[config.mk]
export PLATFORM = sky130hd
export DESIGN_NAME = ram_2r2w_ctrl
export DESIGN_NICKNAME = d
export VERILOG_FILES = /design/src/rtl/ram_2r2w_pkg.sv /design/src/rtl/ram_2r2w_rd_chan.sv /design/src/rtl/ram_2r2w_ctrl.sv
export SDC_FILE = /design/constraint.sdc
export NUM_CORES = 1
export LEC_CHECK = 0
export ABC_AREA = 1
export BUFFER_PORTS_ARGS = -buffer_cell sky130_fd_sc_hd__buf_4
export CAP_MARGIN = 10
export CORE_ASPECT_RATIO = 2
export CORE_MARGIN = 4
export CORE_UTILIZATION = 44
export CTS_CLUSTER_DIAMETER = 150
export DETAILED_ROUTE_END_ITERATION = 10
export GPL_TIMING_DRIVEN = 0
export PLACE_DENSITY_LB_ADDON = 0.3
export SYNTH_ARGS = -nofsm -noshare
export SYNTH_HDL_FRONTEND = slang
export SYNTH_SLANG_ARGS = --single-unit
[constraint.sdc]
create_clock -name clock -period 1.5 [get_ports clock]
set_input_delay 0.45 -clock clock [delete_from_list [all_inputs] [get_ports clock]]
set_output_delay 0.45 -clock clock [all_outputs]
set_load 0.03 [all_outputs]
[src/rtl/ram_2r2w_pkg.sv]
// Shared types and default constants for the dual-read / dual-write RAM controller.
package ram_2r2w_pkg;

    localparam int DEF_DATA_SIZE      = 16;
    localparam int DEF_RAM_DEPTH_LOG2 = 5;
    localparam logic [7:0] COLL_CNT_MAX = 8'hFF;

    typedef enum logic [1:0] {
        RD_IDLE  = 2'd0,
        RD_ISSUE = 2'd1,
        RD_RESP  = 2'd2
    } rd_state_t;

endpackage

[src/rtl/ram_2r2w_rd_chan.sv]
// One read channel: request capture, RAM read issue and response hold.
// Build option RAM_2R2W_BYPASS_EN forwards same-cycle write data instead of stalling.
//
//   state    | meaning
//   RD_IDLE  | no read outstanding, ready for a request
//   RD_ISSUE | request registered, RAM read enable driven when no write hazard
//   RD_RESP  | response valid, data held until rsp handshake
module ram_2r2w_rd_chan
    import ram_2r2w_pkg::*;
#(
    parameter int DATA_SIZE      = DEF_DATA_SIZE,
    parameter int RAM_DEPTH_LOG2 = DEF_RAM_DEPTH_LOG2
) (
    input  logic                      clock,
    input  logic                      reset_n,
    input  logic                      rd_valid,
    output logic                      rd_ready,
    input  logic [RAM_DEPTH_LOG2-1:0] rd_addr,
    output logic                      rsp_valid,
    input  logic                      rsp_ready,
    output logic [DATA_SIZE-1:0]      rsp_data,
    output logic                      data_rden,
    output logic [RAM_DEPTH_LOG2-1:0] addr_rd,
    input  logic [DATA_SIZE-1:0]      data_out,
    input  logic                      wr_en1,
    input  logic [RAM_DEPTH_LOG2-1:0] wr_addr1,
    input  logic [DATA_SIZE-1:0]      wr_data1,
    input  logic                      wr_en2,
    input  logic [RAM_DEPTH_LOG2-1:0] wr_addr2,
    input  logic [DATA_SIZE-1:0]      wr_data2
);

    rd_state_t                 state_q, state_d;
    logic [RAM_DEPTH_LOG2-1:0] addr_q, addr_d;
    logic [RAM_DEPTH_LOG2-1:0] addr_hold_q, addr_hold_d;
    logic                      rsp_valid_q, rsp_valid_d;
    logic [DATA_SIZE-1:0]      rsp_data_q, rsp_data_d;

    logic                 hit1, hit2, stall, issue, accept;
    logic [DATA_SIZE-1:0] rd_word;

    assign hit1 = wr_en1 && (wr_addr1 == addr_q);
    assign hit2 = wr_en2 && (wr_addr2 == addr_q);

`ifdef RAM_2R2W_BYPASS_EN
    // Channel 2 has priority since it is the write that lands in the RAM.
    assign stall   = 1'b0;
    assign rd_word = hit2 ? wr_data2 : (hit1 ? wr_data1 : data_out);
`else
    logic unused_wr_data;
    assign unused_wr_data = ^{wr_data1, wr_data2};
    assign stall   = hit1 || hit2;
    assign rd_word = data_out;
`endif

    assign issue    = (state_q == RD_ISSUE) && !stall;
    assign rd_ready = reset_n && ((state_q == RD_IDLE) || ((state_q == RD_RESP) && rsp_ready));
    assign accept   = rd_valid && rd_ready;

    always_comb begin
        state_d     = state_q;
        addr_d      = addr_q;
        addr_hold_d = addr_hold_q;
        rsp_valid_d = rsp_valid_q;
        rsp_data_d  = rsp_data_q;
        case (state_q)
            RD_IDLE: begin
                if (accept) begin
                    addr_d  = rd_addr;
                    state_d = RD_ISSUE;
                end
            end
            RD_ISSUE: begin
                if (!stall) begin
                    rsp_data_d  = rd_word;
                    rsp_valid_d = 1'b1;
                    addr_hold_d = addr_q;
                    state_d     = RD_RESP;
                end
            end
            RD_RESP: begin
                if (rsp_ready) begin
                    rsp_valid_d = 1'b0;
                    if (accept) begin
                        addr_d  = rd_addr;
                        state_d = RD_ISSUE;
                    end else begin
                        state_d = RD_IDLE;
                    end
                end
            end
            default: state_d = RD_IDLE;
        endcase
    end

    always_ff @(posedge clock or negedge reset_n) begin
        if (!reset_n) begin
            state_q     <= RD_IDLE;
            addr_q      <= '0;
            addr_hold_q <= '0;
            rsp_valid_q <= 1'b0;
            rsp_data_q  <= '0;
        end else begin
            state_q     <= state_d;
            addr_q      <= addr_d;
            addr_hold_q <= addr_hold_d;
            rsp_valid_q <= rsp_valid_d;
            rsp_data_q  <= rsp_data_d;
        end
    end

    assign data_rden = issue;
    assign addr_rd   = issue ? addr_q : addr_hold_q;
    assign rsp_valid = rsp_valid_q;
    assign rsp_data  = rsp_data_q;

endmodule

[src/rtl/ram_2r2w_ctrl.sv]
// Controller for a 2-read/2-write RAM with async-read, sync-write timing.
// Build option RAM_2R2W_BYPASS_EN enables write-to-read forwarding in the read channels.
module ram_2r2w_ctrl
    import ram_2r2w_pkg::*;
#(
    parameter int DATA_SIZE      = DEF_DATA_SIZE,
    parameter int RAM_DEPTH_LOG2 = DEF_RAM_DEPTH_LOG2
) (
    input  logic                      clock,
    input  logic                      reset_n,
    input  logic                      rd_valid_1,
    output logic                      rd_ready_1,
    input  logic [RAM_DEPTH_LOG2-1:0] rd_addr_1,
    input  logic                      rd_valid_2,
    output logic                      rd_ready_2,
    input  logic [RAM_DEPTH_LOG2-1:0] rd_addr_2,
    output logic                      rsp_valid_1,
    input  logic                      rsp_ready_1,
    output logic [DATA_SIZE-1:0]      rsp_data_1,
    output logic                      rsp_valid_2,
    input  logic                      rsp_ready_2,
    output logic [DATA_SIZE-1:0]      rsp_data_2,
    input  logic                      wr_valid_1,
    output logic                      wr_ready_1,
    input  logic [RAM_DEPTH_LOG2-1:0] wr_addr_1,
    input  logic [DATA_SIZE-1:0]      wr_data_1,
    input  logic                      wr_valid_2,
    output logic                      wr_ready_2,
    input  logic [RAM_DEPTH_LOG2-1:0] wr_addr_2,
    input  logic [DATA_SIZE-1:0]      wr_data_2,
    output logic                      data_rden1,
    output logic                      data_rden2,
    output logic                      data_wren1,
    output logic                      data_wren2,
    output logic [RAM_DEPTH_LOG2-1:0] addr_in1rd,
    output logic [RAM_DEPTH_LOG2-1:0] addr_in2rd,
    output logic [RAM_DEPTH_LOG2-1:0] addr_in1wr,
    output logic [RAM_DEPTH_LOG2-1:0] addr_in2wr,
    output logic [DATA_SIZE-1:0]      data_in1,
    output logic [DATA_SIZE-1:0]      data_in2,
    input  logic [DATA_SIZE-1:0]      data_out1,
    input  logic [DATA_SIZE-1:0]      data_out2,
    output logic [7:0]                collision_cnt
);

    logic                      wr_vld1_q, wr_vld1_d, wr_vld2_q, wr_vld2_d;
    logic [RAM_DEPTH_LOG2-1:0] wr_addr1_q, wr_addr1_d, wr_addr2_q, wr_addr2_d;
    logic [DATA_SIZE-1:0]      wr_data1_q, wr_data1_d, wr_data2_q, wr_data2_d;
    logic [7:0]                coll_cnt_q, coll_cnt_d;
    logic                      same_addr;

    assign same_addr = wr_vld1_q && wr_vld2_q && (wr_addr1_q == wr_addr2_q);

    // Address/data registers only load on accept so the RAM pins hold their last values.
    always_comb begin
        wr_vld1_d  = wr_valid_1;
        wr_vld2_d  = wr_valid_2;
        wr_addr1_d = wr_addr1_q;
        wr_data1_d = wr_data1_q;
        wr_addr2_d = wr_addr2_q;
        wr_data2_d = wr_data2_q;
        coll_cnt_d = coll_cnt_q;
        if (wr_valid_1) begin
            wr_addr1_d = wr_addr_1;
            wr_data1_d = wr_data_1;
        end
        if (wr_valid_2) begin
            wr_addr2_d = wr_addr_2;
            wr_data2_d = wr_data_2;
        end
        if (same_addr && (coll_cnt_q != COLL_CNT_MAX)) begin
            coll_cnt_d = coll_cnt_q + 8'd1;
        end
    end

    always_ff @(posedge clock or negedge reset_n) begin
        if (!reset_n) begin
            wr_vld1_q  <= 1'b0;
            wr_vld2_q  <= 1'b0;
            wr_addr1_q <= '0;
            wr_data1_q <= '0;
            wr_addr2_q <= '0;
            wr_data2_q <= '0;
            coll_cnt_q <= '0;
        end else begin
            wr_vld1_q  <= wr_vld1_d;
            wr_vld2_q  <= wr_vld2_d;
            wr_addr1_q <= wr_addr1_d;
            wr_data1_q <= wr_data1_d;
            wr_addr2_q <= wr_addr2_d;
            wr_data2_q <= wr_data2_d;
            coll_cnt_q <= coll_cnt_d;
        end
    end

    assign wr_ready_1    = 1'b1;
    assign wr_ready_2    = 1'b1;
    assign data_wren1    = wr_vld1_q && !same_addr;
    assign data_wren2    = wr_vld2_q;
    assign addr_in1wr    = wr_addr1_q;
    assign addr_in2wr    = wr_addr2_q;
    assign data_in1      = wr_data1_q;
    assign data_in2      = wr_data2_q;
    assign collision_cnt = coll_cnt_q;

    ram_2r2w_rd_chan #(
        .DATA_SIZE      (DATA_SIZE),
        .RAM_DEPTH_LOG2 (RAM_DEPTH_LOG2)
    ) u_rd_chan_1 (
        .clock     (clock),
        .reset_n   (reset_n),
        .rd_valid  (rd_valid_1),
        .rd_ready  (rd_ready_1),
        .rd_addr   (rd_addr_1),
        .rsp_valid (rsp_valid_1),
        .rsp_ready (rsp_ready_1),
        .rsp_data  (rsp_data_1),
        .data_rden (data_rden1),
        .addr_rd   (addr_in1rd),
        .data_out  (data_out1),
        .wr_en1    (wr_vld1_q),
        .wr_addr1  (wr_addr1_q),
        .wr_data1  (wr_data1_q),
        .wr_en2    (wr_vld2_q),
        .wr_addr2  (wr_addr2_q),
        .wr_data2  (wr_data2_q)
    );

    ram_2r2w_rd_chan #(
        .DATA_SIZE      (DATA_SIZE),
        .RAM_DEPTH_LOG2 (RAM_DEPTH_LOG2)
    ) u_rd_chan_2 (
        .clock     (clock),
        .reset_n   (reset_n),
        .rd_valid  (rd_valid_2),
        .rd_ready  (rd_ready_2),
        .rd_addr   (rd_addr_2),
        .rsp_valid (rsp_valid_2),
        .rsp_ready (rsp_ready_2),
        .rsp_data  (rsp_data_2),
        .data_rden (data_rden2),
        .addr_rd   (addr_in2rd),
        .data_out  (data_out2),
        .wr_en1    (wr_vld1_q),
        .wr_addr1  (wr_addr1_q),
        .wr_data1  (wr_data1_q),
        .wr_en2    (wr_vld2_q),
        .wr_addr2  (wr_addr2_q),
        .wr_data2  (wr_data2_q)
    );

endmodule

Word-level counts from Yosys, hierarchy flattened
Cells that the tools add are included.
{"block": "word_totals", "regBits": 110, "mem_bits_ro": 0, "elab_cells": 97, "inputBits": 92, "ram_bits": 0, "latch_bits": 0, "memories": 0}
{"block": "op_classes", "eq_ne": 16, "muxes": 24, "order_cmp": 0, "reduce_logical": 37, "n_bitwise": 2, "n_addsub": 1, "mul": 0, "shifts": 0, "div": 0}
{"op": "$mux 5", "count": 6}
{"op": "$eq 5x5->1", "count": 5}
{"op": "$pmux 5 s2", "count": 2}
{"op": "$logic_and 1x1->1", "count": 16}
{"op": "$mux 2", "count": 6}
{"op": "$pmux 2 s3", "count": 2}
{"op": "$reduce_and 3->1", "count": 4}
{"op": "$add 8x1->8 const B", "count": 1}
{"op": "$ne 2x2->1 const B", "count": 4}
{"op": "$ne 8x8->1 const B", "count": 1}
{"op": "$reduce_and 2->1", "count": 4}
{"op": "$reduce_bool 2->1", "count": 4}
{"op": "$mux 1", "count": 6}
{"op": "$eq 2x1->1 const B", "count": 2}
{"op": "$eq 2x2->1 const B", "count": 2}
{"op": "$logic_not 2->1", "count": 2}
{"op": "$logic_or 1x1->1", "count": 4}
{"op": "$ne 2x1->1 const B", "count": 2}
{"op": "$pmux 1 s2", "count": 2}
{"op": "$logic_not 1->1", "count": 3}
{"op": "$not 1->1", "count": 2}

Longest topological paths before layout
{"block": "depth", "ltp_word": 8, "depth_mapped": 9, "depth_no_buf": 9}

Modules after synthesis
From an unflattened synthesis, not the netlist that was laid out.
{"block": "unflattened", "cells_unflattened": 563, "hier_area_um2": 5082.4}
{"module": "ram_2r2w_rd_chan", "seq_area_each_um2": 725.7, "cells_each": 176, "instances": 2, "area_per_inst_um2": 1388.8}
{"module": "ram_2r2w_ctrl", "seq_area_each_um2": 1301.2, "cells_each": 211, "instances": 1, "area_per_inst_um2": 2304.7}

Least setup slack after synthesis
OpenSTA, ideal clock, no wires.
{"block": "synth_timing", "kind": "reg2out", "start": "reg wr_addr2_q[2], in the netlist addr_in2wr[2]", "end": "out addr_in1rd[0]", "required_time_ns": 1.050, "n_path_buf": 1, "stages_incl_launch_ff": 10, "t_arrival_ns": 1.532, "path_slack_ns": -0.482, "path_cell_list": "dfrtp_1 inv_1 nand2_1 nand2_1 nor2_1 nand3_2 nand3_4 buf_6 nand2_1 nand2_1"}
{"block": "synth_between", "elab_chain_len": 6}
{"element": "start, declared", "line_no": "ram_2r2w_ctrl.sv:47", "rtl": "logic [RAM_DEPTH_LOG2-1:0] wr_addr1_q, wr_addr1_d, wr_addr2_q, wr_addr2_d;"}
{"element": "start signal, assigned", "line_no": "ram_2r2w_ctrl.sv:90", "rtl": "wr_addr2_q <= wr_addr2_d;"}
{"element": "$eq 5x5->1", "line_no": "ram_2r2w_rd_chan.sv:43", "rtl": "assign hit2 = wr_en2 && (wr_addr2 == addr_q);"}
{"element": "$logic_and 1x1->1", "line_no": "ram_2r2w_rd_chan.sv:43"}
{"element": "$logic_or 1x1->1", "line_no": "ram_2r2w_rd_chan.sv:52", "rtl": "assign stall = hit1 || hit2;"}
{"element": "$logic_not 1->1", "line_no": "ram_2r2w_rd_chan.sv:56", "rtl": "assign issue = (state_q == RD_ISSUE) && !stall;"}
{"element": "$logic_and 1x1->1", "line_no": "ram_2r2w_rd_chan.sv:56"}
{"element": "$mux 5", "line_no": "ram_2r2w_rd_chan.sv:113", "rtl": "assign addr_rd = issue ? addr_q : addr_hold_q;"}
{"element": "end, declared", "line_no": "ram_2r2w_ctrl.sv:35", "rtl": "output logic [RAM_DEPTH_LOG2-1:0] addr_in1rd,"}
Every way passes these cells.

Worst setup path after layout
{"block": "layout_timing", "start": "reg wr_addr1_q[2], in the netlist addr_in1wr[2]", "end": "out addr_in1rd[2]"}
{"block": "layout_between", "elab_chain_len": 6}
{"element": "start, declared", "line_no": "ram_2r2w_ctrl.sv:47"}
{"element": "start signal, assigned", "line_no": "ram_2r2w_ctrl.sv:88", "rtl": "wr_addr1_q <= wr_addr1_d;"}
{"element": "$eq 5x5->1", "line_no": "ram_2r2w_rd_chan.sv:42", "rtl": "assign hit1 = wr_en1 && (wr_addr1 == addr_q);"}
{"element": "$logic_and 1x1->1", "line_no": "ram_2r2w_rd_chan.sv:42"}
{"element": "$logic_or 1x1->1", "line_no": "ram_2r2w_rd_chan.sv:52"}
{"element": "$logic_not 1->1", "line_no": "ram_2r2w_rd_chan.sv:56"}
{"element": "$logic_and 1x1->1", "line_no": "ram_2r2w_rd_chan.sv:56"}
{"element": "$mux 5", "line_no": "ram_2r2w_rd_chan.sv:113"}
Every way passes these cells.

==> reports/summary.txt <==
run status = finished with violations
synth top area cells = dfrtp_1 56%, nand2_1 13%, mux2_2 7.4%
layout cells sized above 1 = 0.609
fin worst setup slack = -0.814 ns
DP Area = 6670 µm²
Seq pwr share = 0.357
Post-Place Worst Slack = -0.684 ns
failing checks = negative setup slack
Filler cells = 748
sequential area share after synthesis = 0.562
CTS tree = yes
routability cong. = 0.831
number of global-route vias before repair = 5045
crit path time final = 2.31 ns
I/O Buffers = 191
Clock transition at path regs = 0.08 ns
Initial Util = 0.450
Clock Skew = 0.00921 ns
startpoint types = register
largest family of logic cells by synthesized area = simple AND/OR/NAND/NOR gates
later-pin clock latency in the skew report = 0.35 ns
maxcap violations = 0
Hold WS = 0.0484 ns
maximum clock frequency = 0.432 GHz
reg-to-reg endpoint = collision_cnt[0]
RSZ-0062 raised after global routing = yes
Reg2Reg Setup Slack = -0.42 ns
max-slew violation count = 0
DRT antenna net count = 0
multiplexer area fraction after synthesis = 0.0736
ys async rst share = 1.00
crit end category = output pin
CP Data Arrival Time = 1.86 ns
antenna cells = 0
final setup fails = 55
peak fanout along the critical path = 5
number of antenna violations at the first check in global routing = 0
Sink Count = 110
Synth Flop Type = dfrtp_1
Die ar. = 13000 µm²
Peak VDD IR = 0.879 mV
GRT overflow = 0
largest net degree at the start of global routing = 60
Residual DRC = 0
synthesized-area fraction occupied by adder cells = 0.00255
required time of the critical path = 1.05 ns
worst slew pin tran = 0.512 ns
Final Hold Viols = 0
Gate power share = 0.433
P_int = 0.00725 W
Bufs on Longest Clock Path = 2
Root Driver = clkbuf_16
Reg2Reg Launch Point = addr_in1wr[1]
Synth top area share = 0.562
Synth Instances = 520
Mapped Area = 4900 µm²
net switching fraction of the power = 0.398
power density cells = 1470 nW/µm²
Post-Synth Simple-Gate Area = 0.258
Sw Pwr = 0.00479 W
Die H = 157 µm
Mean Syn Cell Area = 9.42 µm²
I/O pins = 194
period utilization = 1.54
post-synthesis xor/xnor area fraction = 0.0143
HPWL after detailed placement = 11000 µm
YS warnings = 0
cell area after layout = 8160 µm²
GRT Total Usage = 0.254
Reg2Reg Depth = 14
Core Region = 10900 µm²
EDFF count, synth = 0
First DRT Iteration DRCs = 250
cts bufs inserted = 9
Yosys cell types = 27
Clock Power Share = 0.210
WL final = 17600 µm
Avg WL per Cell = 19.0 µm
Site Rows = 54
Layout Nets = 879
die width = 82.6 µm
Leak = 4.10 nW
Vias/cell = 5.34
P&R area growth vs syn = 66.6%
compound-cell area share of the yosys netlist = 0.0327
Slew HR = 0.658
cell taking the most area after synthesis = dfrtp_1
DR vias = 4975
Setup CP Type = reg2out
global-route wire length before repair = 24900 µm
min-delay worst type = in2async
first-pass detailed-route iteration total = 5
Seq cells post-synth = 110
CTS H-Tree Depth = 3
-- how the worst max path moves through the flow --
| stage | startpoint | end | slack [ns] | depth (start not counted) |
|---|---|---|---|---|
| after floorplan | addr_in1wr[1] | addr_in1rd[0] | -0.29 | 9 |
| after global placement | reset_n | rd_ready_1 | -1.23 | 4 |
| after detailed placement | reset_n | rd_ready_1 | -0.68 | 4 |
| after CTS | addr_in2wr[0] | addr_in2rd[1] | -0.73 | 9 |
| after global routing | addr_in1wr[3] | addr_in2rd[1] | -0.88 | 10 |
| final | addr_in1wr[2] | addr_in1rd[2] | -0.81 | 10 |
-- per-layer routing --
metal / track usage / vias to the layer above / wire [µm] / part of all wire
li1: - / 2218 / - / -
met3: 0.0510 / 80 / 1210 / 0.069
met4: 0.133 / 0 / 1030 / 0.058
met1: 0.249 / 2440 / 5550 / 0.31
met2: 0.478 / 237 / 9850 / 0.56
met5: 0 / - / 0 / 0
-- cell families (layout without fill, tap and decap cells) --
family                     Yosys count  after routing
and+or+nand+nor                    280            280
AOI/OAI and AO/OA                   31             31
buffers and inverters               57            327
xor gates and xnor gates             8              8
adders and majority gates            1              1
muxes                               32             32
other                                1              2
DFF                                110            110
-- timing repair --
item                                    4_1_cts  5_1_grt
buffers inserted                             51       27
pin swaps                                    23       27
endpoints found under the setup margin       48       72
hold buffers                                  1        0
gates resized for setup                      89      123
endpoints found under the hold margin        25        0
cloned                                        3        2
-- flip-flops by register name, summed over array words and instances, names as in the netlist, 2 cells and up --
name / count
u_rd_chan_2.state_q: 2
u_rd_chan_1.state_q: 2
addr_in2wr: 5
u_rd_chan_2.rsp_data: 16
u_rd_chan_1.addr_q: 5
data_in2: 16
u_rd_chan_1.addr_hold_q: 5
collision_cnt: 8
u_rd_chan_2.addr_hold_q: 5
data_in1: 16
u_rd_chan_2.addr_q: 5
u_rd_chan_1.rsp_data: 16
addr_in1wr: 5
-- metrics by stage --
stage          instances  power [W]  TNS, ns   util
2_1_floorplan        521    0.00666    -3.44      -
3_3_place_gp         852    0.00822   -43.87  0.611
3_5_place_dp         853    0.00837   -14.39  0.613
4_1_cts              921     0.0116   -13.85  0.712
5_1_grt              931     0.0126   -20.72  0.750
6_report             931     0.0120   -16.25  0.750
-- power groups by stage --
stage               clock (W)  combinational, W  sequential (W)
global placement            0           0.00406         0.00416
global route          0.00266           0.00552         0.00437
detailed placement          0           0.00416         0.00420
finish                0.00253           0.00521         0.00429
CTS                   0.00257           0.00481         0.00419
floorplan                   0           0.00153         0.00513
-- cell usage after synthesis, drive strengths merged, types with 2 or more instances --
cell type	n
a211oi	2
a21oi	10
buf	22
clkbuf	4
dfrtp	110
inv	31
mux2	32
nand2	186
nand3	15
nand3b	2
nand4	42
nor2	35
o21ai	19
xnor2	5
xor2	3
-- placed cells by master, fill, tap and decap left out, types with 19 or more instances in the layout --
master,count
nand2_2,60
dfrtp_2,19
nand4_1,42
mux2_2,32
nand2_4,24
nand2_1,102
buf_6,59
dfrtp_1,91
buf_4,197
-- final cells by class --
| class | count | area, µm² | share of cell area |
|---|---|---|---|
| tap | 140 | 175 | 0.0215 |
| timing repair buffer | 258 | 2270 | 0.278 |
| clock buffer | 9 | 225 | 0.0276 |
| buffer | 22 | 193 | 0.0236 |
| sequential | 110 | 2780 | 0.340 |
| clock inverter | 7 | 88.8 | 0.0109 |
| multi-input combinational | 354 | 2310 | 0.283 |
| inverter | 31 | 126 | 0.0155 |
-- worst max-delay path, cell delays in order (launching register included) --
cell and delay, ns:
dfrtp_2 0.42, inv_2 0.08, nand2_1 0.08, nand2_1 0.08, nor2_2 0.17, nand3_4 0.13
nand3_4 0.13, buf_8 0.15, nand2_4 0.06, nand2_4 0.08, buf_6 0.13
Power figures use the tool's default switching activity.
